--- src/rtl/parking_input_conditioner_if.sv ---
// Switch-side signal bundle for the parking input conditioner: raw switches in,
// conditioned one-cycle events out.
interface parking_input_conditioner_if;
    logic       car_enter_raw;
    logic       car_exit_raw;
    logic [2:0] car_sel_raw;
    logic       car_enter;
    logic       car_exit;
    logic [2:0] car_sel;
    logic       sel_error;
    logic       busy;

    modport master (
        output car_enter_raw, car_exit_raw, car_sel_raw,
        input  car_enter, car_exit, car_sel, sel_error, busy
    );

    modport slave (
        input  car_enter_raw, car_exit_raw, car_sel_raw,
        output car_enter, car_exit, car_sel, sel_error, busy
    );
endinterface

--- src/rtl/parking_input_conditioner.sv ---
// Synchronizes and debounces the parking switches, then turns each press into one event pulse.
// Optional macro SEL_ONEHOT_CHECK_EN rejects non-one-hot slot selects with a sel_error pulse.
module parking_input_conditioner #(
    parameter int unsigned DEBOUNCE_CYCLES = 16,
    parameter int unsigned CNT_W           = 20
) (
    input logic                        clk,
    input logic                        reset,
    parking_input_conditioner_if.slave bus
);

    localparam logic [CNT_W-1:0] CntMax = CNT_W'(DEBOUNCE_CYCLES - 1);

    typedef enum logic [1:0] {StIdle, StCapture, StIssue, StWaitRel} state_e;

    logic [4:0]       raw;
    logic [4:0]       sync1_q, sync2_q, deb_q;
    logic [CNT_W-1:0] cnt_q [5];

    state_e     state_q;
    logic       is_enter_q;
    logic       car_enter_q, car_exit_q, sel_error_q, busy_q;
    logic [2:0] car_sel_q;

    logic       deb_enter, deb_exit;
    logic [2:0] deb_sel;

    // Bit order: [0] enter, [1] exit, [4:2] slot select.
    assign raw       = {bus.car_sel_raw, bus.car_exit_raw, bus.car_enter_raw};
    assign deb_enter = deb_q[0];
    assign deb_exit  = deb_q[1];
    assign deb_sel   = deb_q[4:2];

    always_ff @(posedge clk) begin
        if (reset) begin
            sync1_q <= '0;
            sync2_q <= '0;
            deb_q   <= '0;
            for (int i = 0; i < 5; i++) cnt_q[i] <= '0;
        end else begin
            sync1_q <= raw;
            sync2_q <= sync1_q;
            for (int i = 0; i < 5; i++) begin
                if (sync2_q[i] == deb_q[i]) begin
                    cnt_q[i] <= '0;
                end else if (cnt_q[i] == CntMax) begin
                    deb_q[i] <= sync2_q[i];
                    cnt_q[i] <= '0;
                end else begin
                    cnt_q[i] <= cnt_q[i] + 1'b1;
                end
            end
        end
    end

    // Outputs are registered: the pulse set on the CAPTURE edge is visible for the ISSUE cycle.
    always_ff @(posedge clk) begin
        if (reset) begin
            state_q     <= StIdle;
            is_enter_q  <= 1'b0;
            car_enter_q <= 1'b0;
            car_exit_q  <= 1'b0;
            car_sel_q   <= 3'b000;
            sel_error_q <= 1'b0;
            busy_q      <= 1'b0;
        end else begin
            car_enter_q <= 1'b0;
            car_exit_q  <= 1'b0;
            sel_error_q <= 1'b0;
            unique case (state_q)
                StIdle: begin
                    if (deb_enter ^ deb_exit) begin
                        state_q    <= StCapture;
                        is_enter_q <= deb_enter;
                        busy_q     <= 1'b1;
                    end else if (deb_enter && deb_exit) begin
                        state_q <= StWaitRel;
                        busy_q  <= 1'b1;
                    end
                end
                StCapture: begin
                    car_sel_q <= deb_sel;
                    state_q   <= StIssue;
`ifdef SEL_ONEHOT_CHECK_EN
                    // deb_sel is exactly the value being captured into car_sel on this edge.
                    if (!$onehot(deb_sel)) begin
                        sel_error_q <= 1'b1;
                    end else begin
                        car_enter_q <= is_enter_q;
                        car_exit_q  <= ~is_enter_q;
                    end
`else
                    car_enter_q <= is_enter_q;
                    car_exit_q  <= ~is_enter_q;
`endif
                end
                StIssue: begin
                    state_q <= StWaitRel;
                end
                StWaitRel: begin
                    if (!deb_enter && !deb_exit) begin
                        state_q <= StIdle;
                        busy_q  <= 1'b0;
                    end
                end
                default: begin
                    state_q <= StIdle;
                    busy_q  <= 1'b0;
                end
            endcase
        end
    end

    assign bus.car_enter = car_enter_q;
    assign bus.car_exit  = car_exit_q;
    assign bus.car_sel   = car_sel_q;
    assign bus.sel_error = sel_error_q;
    assign bus.busy      = busy_q;

endmodule

--- src/flat_wrapper.sv ---
// flat-port wrapper written by rule: the top's interface ports become plain ports
module parking_input_conditioner_flat 
#(
    parameter int unsigned DEBOUNCE_CYCLES = 16,
    parameter int unsigned CNT_W           = 20
)
  (clk, reset, bus_car_enter_raw, bus_car_exit_raw, bus_car_sel_raw, bus_car_enter, bus_car_exit, bus_car_sel, bus_sel_error, bus_busy);
  parking_input_conditioner_if bus_i ();
  input logic clk;
  input logic reset;
  input wire logic [$bits(bus_i.car_enter_raw)-1:0] bus_car_enter_raw;
  input wire logic [$bits(bus_i.car_exit_raw)-1:0] bus_car_exit_raw;
  input wire logic [$bits(bus_i.car_sel_raw)-1:0] bus_car_sel_raw;
  output wire logic [$bits(bus_i.car_enter)-1:0] bus_car_enter;
  output wire logic [$bits(bus_i.car_exit)-1:0] bus_car_exit;
  output wire logic [$bits(bus_i.car_sel)-1:0] bus_car_sel;
  output wire logic [$bits(bus_i.sel_error)-1:0] bus_sel_error;
  output wire logic [$bits(bus_i.busy)-1:0] bus_busy;
  assign bus_i.car_enter_raw = bus_car_enter_raw;
  assign bus_i.car_exit_raw = bus_car_exit_raw;
  assign bus_i.car_sel_raw = bus_car_sel_raw;
  assign bus_car_enter = bus_i.car_enter;
  assign bus_car_exit = bus_i.car_exit;
  assign bus_car_sel = bus_i.car_sel;
  assign bus_sel_error = bus_i.sel_error;
  assign bus_busy = bus_i.busy;
  parking_input_conditioner #(.DEBOUNCE_CYCLES(DEBOUNCE_CYCLES), .CNT_W(CNT_W)) u_core (.clk(clk), .reset(reset), .bus(bus_i));
endmodule
--- config.mk ---
export PLATFORM = sky130hd
export DESIGN_NAME = parking_input_conditioner_flat
export DESIGN_NICKNAME = d
export VERILOG_FILES = /design/src/rtl/parking_input_conditioner_if.sv /design/src/rtl/parking_input_conditioner.sv /design/src/flat_wrapper.sv
export SDC_FILE = /design/constraint.sdc
export NUM_CORES = 1
export LEC_CHECK = 0
export CORE_AREA = 2 2 109 111
export DETAILED_ROUTE_END_ITERATION = 8
export DIE_AREA = 0 0 111 113
export GPL_TIMING_DRIVEN = 0
export HOLD_SLACK_MARGIN = 0.03
export PLACE_DENSITY = 0.76
export SLEW_MARGIN = 15
export SYNTH_ARGS = -nofsm -noshare
export SYNTH_HDL_FRONTEND = slang
export SYNTH_SLANG_ARGS = --single-unit
export TNS_END_PERCENT = 5
--- constraint.sdc ---
create_clock -name clk -period 4.83 [get_ports clk]
set_clock_uncertainty 0.15 [all_clocks]
set_input_delay 0.7245 -clock clk [delete_from_list [all_inputs] [get_ports clk]]
set_output_delay 0.7245 -clock clk [all_outputs]
set_load 0.005 [all_outputs]
==> out/metrics.cfg <==
[status]
run_status=finished, final reports clean

[yosys]
post_synth_mux_area_share_pct=1.646
ys_async_sr_fraction_pct=0
simple_gate_fraction_of_synth_area_pct=26.62
synth_adder_area_share_pct=2.245
ys.flop_type=edfxtp_1
synth_top_family_by_area=simple AND/OR/NAND/NOR gates
post_synth_xor_area_fraction_pct=10.08
mappedNetlistArea_um2=6688
yosys_register_bits=124
synth_cell_types=47
synth-edff-count=100
ys.warnings.count=0
postSynthAreaPerCell_um2=10.70
synth-compound-area-share_pct=4.771
post_synth_inst_count=625
synth_sequential_area_ratio_pct=52.09

[floorplan]
coreArea_um2=11270
rows=39
start_util_pct=59.33
die_span_y_um=113
number_of_top_level_pins=14
die_area_um2=12540
die_width_um=111

[global_routing]
gr_usage_total_pct=21.17
grt_most_used_layer=met2
global_route.usage.met2_pct=36.16
grt_pass1_vias=4807
overall_overflow_remaining_after_global_route=0
grt_pass1_wl_um=21550
met1_usage_pct=25.71
grt_start_max_net_pins=17
use_met3_pct=5.356
antenna_found_initial=0

[worst_setup_path]
worst_ep_arrival_time_ns=2.43
worstSetupPathType=flop to flop
setup.worst_path.start_class=flop
critical_path.endpoint_type=flop
timing.reg2reg.worst_path_depth=4
path_max_fanout=10
cp.required_ns=4.84

[cts]
cts_hold_buffers=0
cts_max_path_buffers=2
cts-htree-levels=4
cts.repair.resized=0
cts_inserted_buffers=17
tritoncts=yes
postCtsSetupBuffers=0
clock_sinks=124
cts.reportedPaths.clkPinSlew_ns=0.05
clk_latency_ns=0.41
clockRootBuffer=clkbuf_16

[sta]
timing_worst_slew_pin_value_ns=0.5827
timing.final.crit_period_ns=2.421
number_of_pins_with_negative_max_slew_slack_in_the_final_report=0
tns_ns=0
finalHoldViolCount=0
post-route-period-util_pct=50.12
final-setup-viol-count=0
achievable-frequency_mhz=413.1
grt_setup_unrepaired=no
max-slew-margin-rel_pct=60.83

[placed_design]
number_of_instances_in_the_placed_design=878
gpl.final_weighted_congestion=0.8900
portBuffers=11
dp_hpwl_um=8901

[detailed_routing]
vias_per_cell=5.427
dr.first_iter.drc_count=354
post_drt_wl_per_cell_um=13.98
ant_nets=0
drt-pass1-iter-count=5
routed-via-count=4939
route.final.wire_length_um=12730
post-route-drc-count=0

[power_and_ir_drop]
ir_worst_vdd_v=0.0002244
power.static_leakage_nw=2.742
pwr_density_cell_nw_per_um2=346.1

[cells_and_area]
fillers=815
num_antenna_cells=0
layout.cells.most_common=conb_1
final_nets=773
synthToLayoutAreaGrowth_pct=19.01
stdcell_count=910
post_route_cells_drive_above_1_share_pct=9.257
layout.cells.most_common_list=conb_1 (101), edfxtp_1 (100), nor2_1 (90)

[worst_hold_path]
min_delay_path_depth=1
timing.hold.worst.class=flop to flop

[flow_run]
max-cap-violations=0

-- layout make-up --
type / instances / area, um^2 / area share (%)
Clock inverter: 6 / 78.83 / 0.9904
Buffer: 13 / 80.08 / 1.006
Multi-Input combinational cell: 565 / 3413 / 42.89
Clock buffer: 26 / 531.8 / 6.681
Tap cell: 143 / 178.9 / 2.248
Timing Repair Buffer: 11 / 110.1 / 1.383
Inverter: 22 / 82.58 / 1.038
Sequential cell: 124 / 3483 / 43.77
-- path summary, 6_finish.rpt --
check | slack [ns] | endpoint | from
worst max-delay path | 2.41 | u_core.cnt_q[2][0]$_SDFFCE_PN0P_ | u_core.cnt_q[2][14]$_SDFFCE_PN0P_
worst min-delay path | 0.28 | u_core.sync2_q[2]$_SDFF_PP0_ | u_core.sync1_q[2]$_SDFF_PP0_
worst max register to register | 2.41 | u_core.cnt_q[2][0]$_SDFFCE_PN0P_ | u_core.cnt_q[2][14]$_SDFFCE_PN0P_
worst min register to register | 0.28 | u_core.sync2_q[2]$_SDFF_PP0_ | u_core.sync1_q[2]$_SDFF_PP0_
-- per-stage QoR --
stage | hold WS (ns) | utilization (%) | instance area, um^2 | total power, mW | setup slack [ns]
global route | 0.3073 | 70.61 | 7959 | 2.853 | 2.246
global placement | 0.2676 | 65.19 | 7348 | 1.459 | 2.449
CTS | 0.2841 | 70.61 | 7959 | 2.766 | 2.406
finish | 0.2816 | 70.61 | 7959 | 2.754 | 2.409
floorplan | 0.2629 | - | 7059 | 1.415 | 2.645
detailed placement | 0.2766 | 65.19 | 7348 | 1.474 | 2.415
-- power breakdown --
part	leakage [nW]	switching (mW)	total, mW	internal, mW
clock network	0.302	0.436	1.29	0.858
registers	1.23	0.0561	1.26	1.21
logic	1.21	0.111	0.197	0.0861
total	2.74	0.603	2.75	2.15
-- sequential cells by signal, indices dropped and copies added, names as in the netlist, 2 cells and up --
signal,cells
u_core.cnt_q,100
u_core.deb_q,5
u_core.sync1_q,5
u_core.sync2_q,5
u_core.bus.car_sel,3
u_core.state_q,2
-- cells in the mapped netlist, types with 3 or more instances --
cell type	number	area (um^2)
dfxtp_1	24	480.5
nor4_2	3	37.54
nand2b_1	12	75.07
buf_2	4	20.02
or4_4	4	45.04
nor3_1	23	115.1
xor2_1	15	131.4
nand2_1	28	105.1
a21oi_1	11	55.05
clkbuf_1	5	18.77
and4_1	8	70.07
edfxtp_1	100	3003
inv_1	22	82.58
buf_6	3	33.78
a211oi_1	4	30.03
nor2_2	20	125.1
nand3_1	31	155.2
nor2b_1	11	68.82
o41ai_4	3	82.58
nor2_1	90	337.8
xnor2_1	62	543.0
o21ai_0	12	60.06
or3_1	3	18.77
nor4_1	33	206.5
nand4_1	24	150.1
ha_1	12	150.1
and3_1	12	75.07
mux2i_1	11	110.1
a21o_1	3	22.52
or4_1	12	90.09
-- cell families after synthesis --
logic type,count (synthesis)
simple gates,324
buf+inv,35
other cells,2
fa+ha+maj,12
compound gates,40
flops,124
mux,11
xor+xnor,77
-- critical path, cell delays in order (launching register included) --
cell,delay [ns]
edfxtp_1,0.51
or4_4,0.58
o41ai_4,0.62
buf_6,0.25
nor2_2,0.05
-- metal layers --
metal / vias to the layer above / wire, um
li1: 2463 / -
met1: 2362 / 5638
met2: 98 / 6436
met3: 16 / 418
met4: 0 / 231
met5: - / 0
Power figures use the tool's default switching activity.
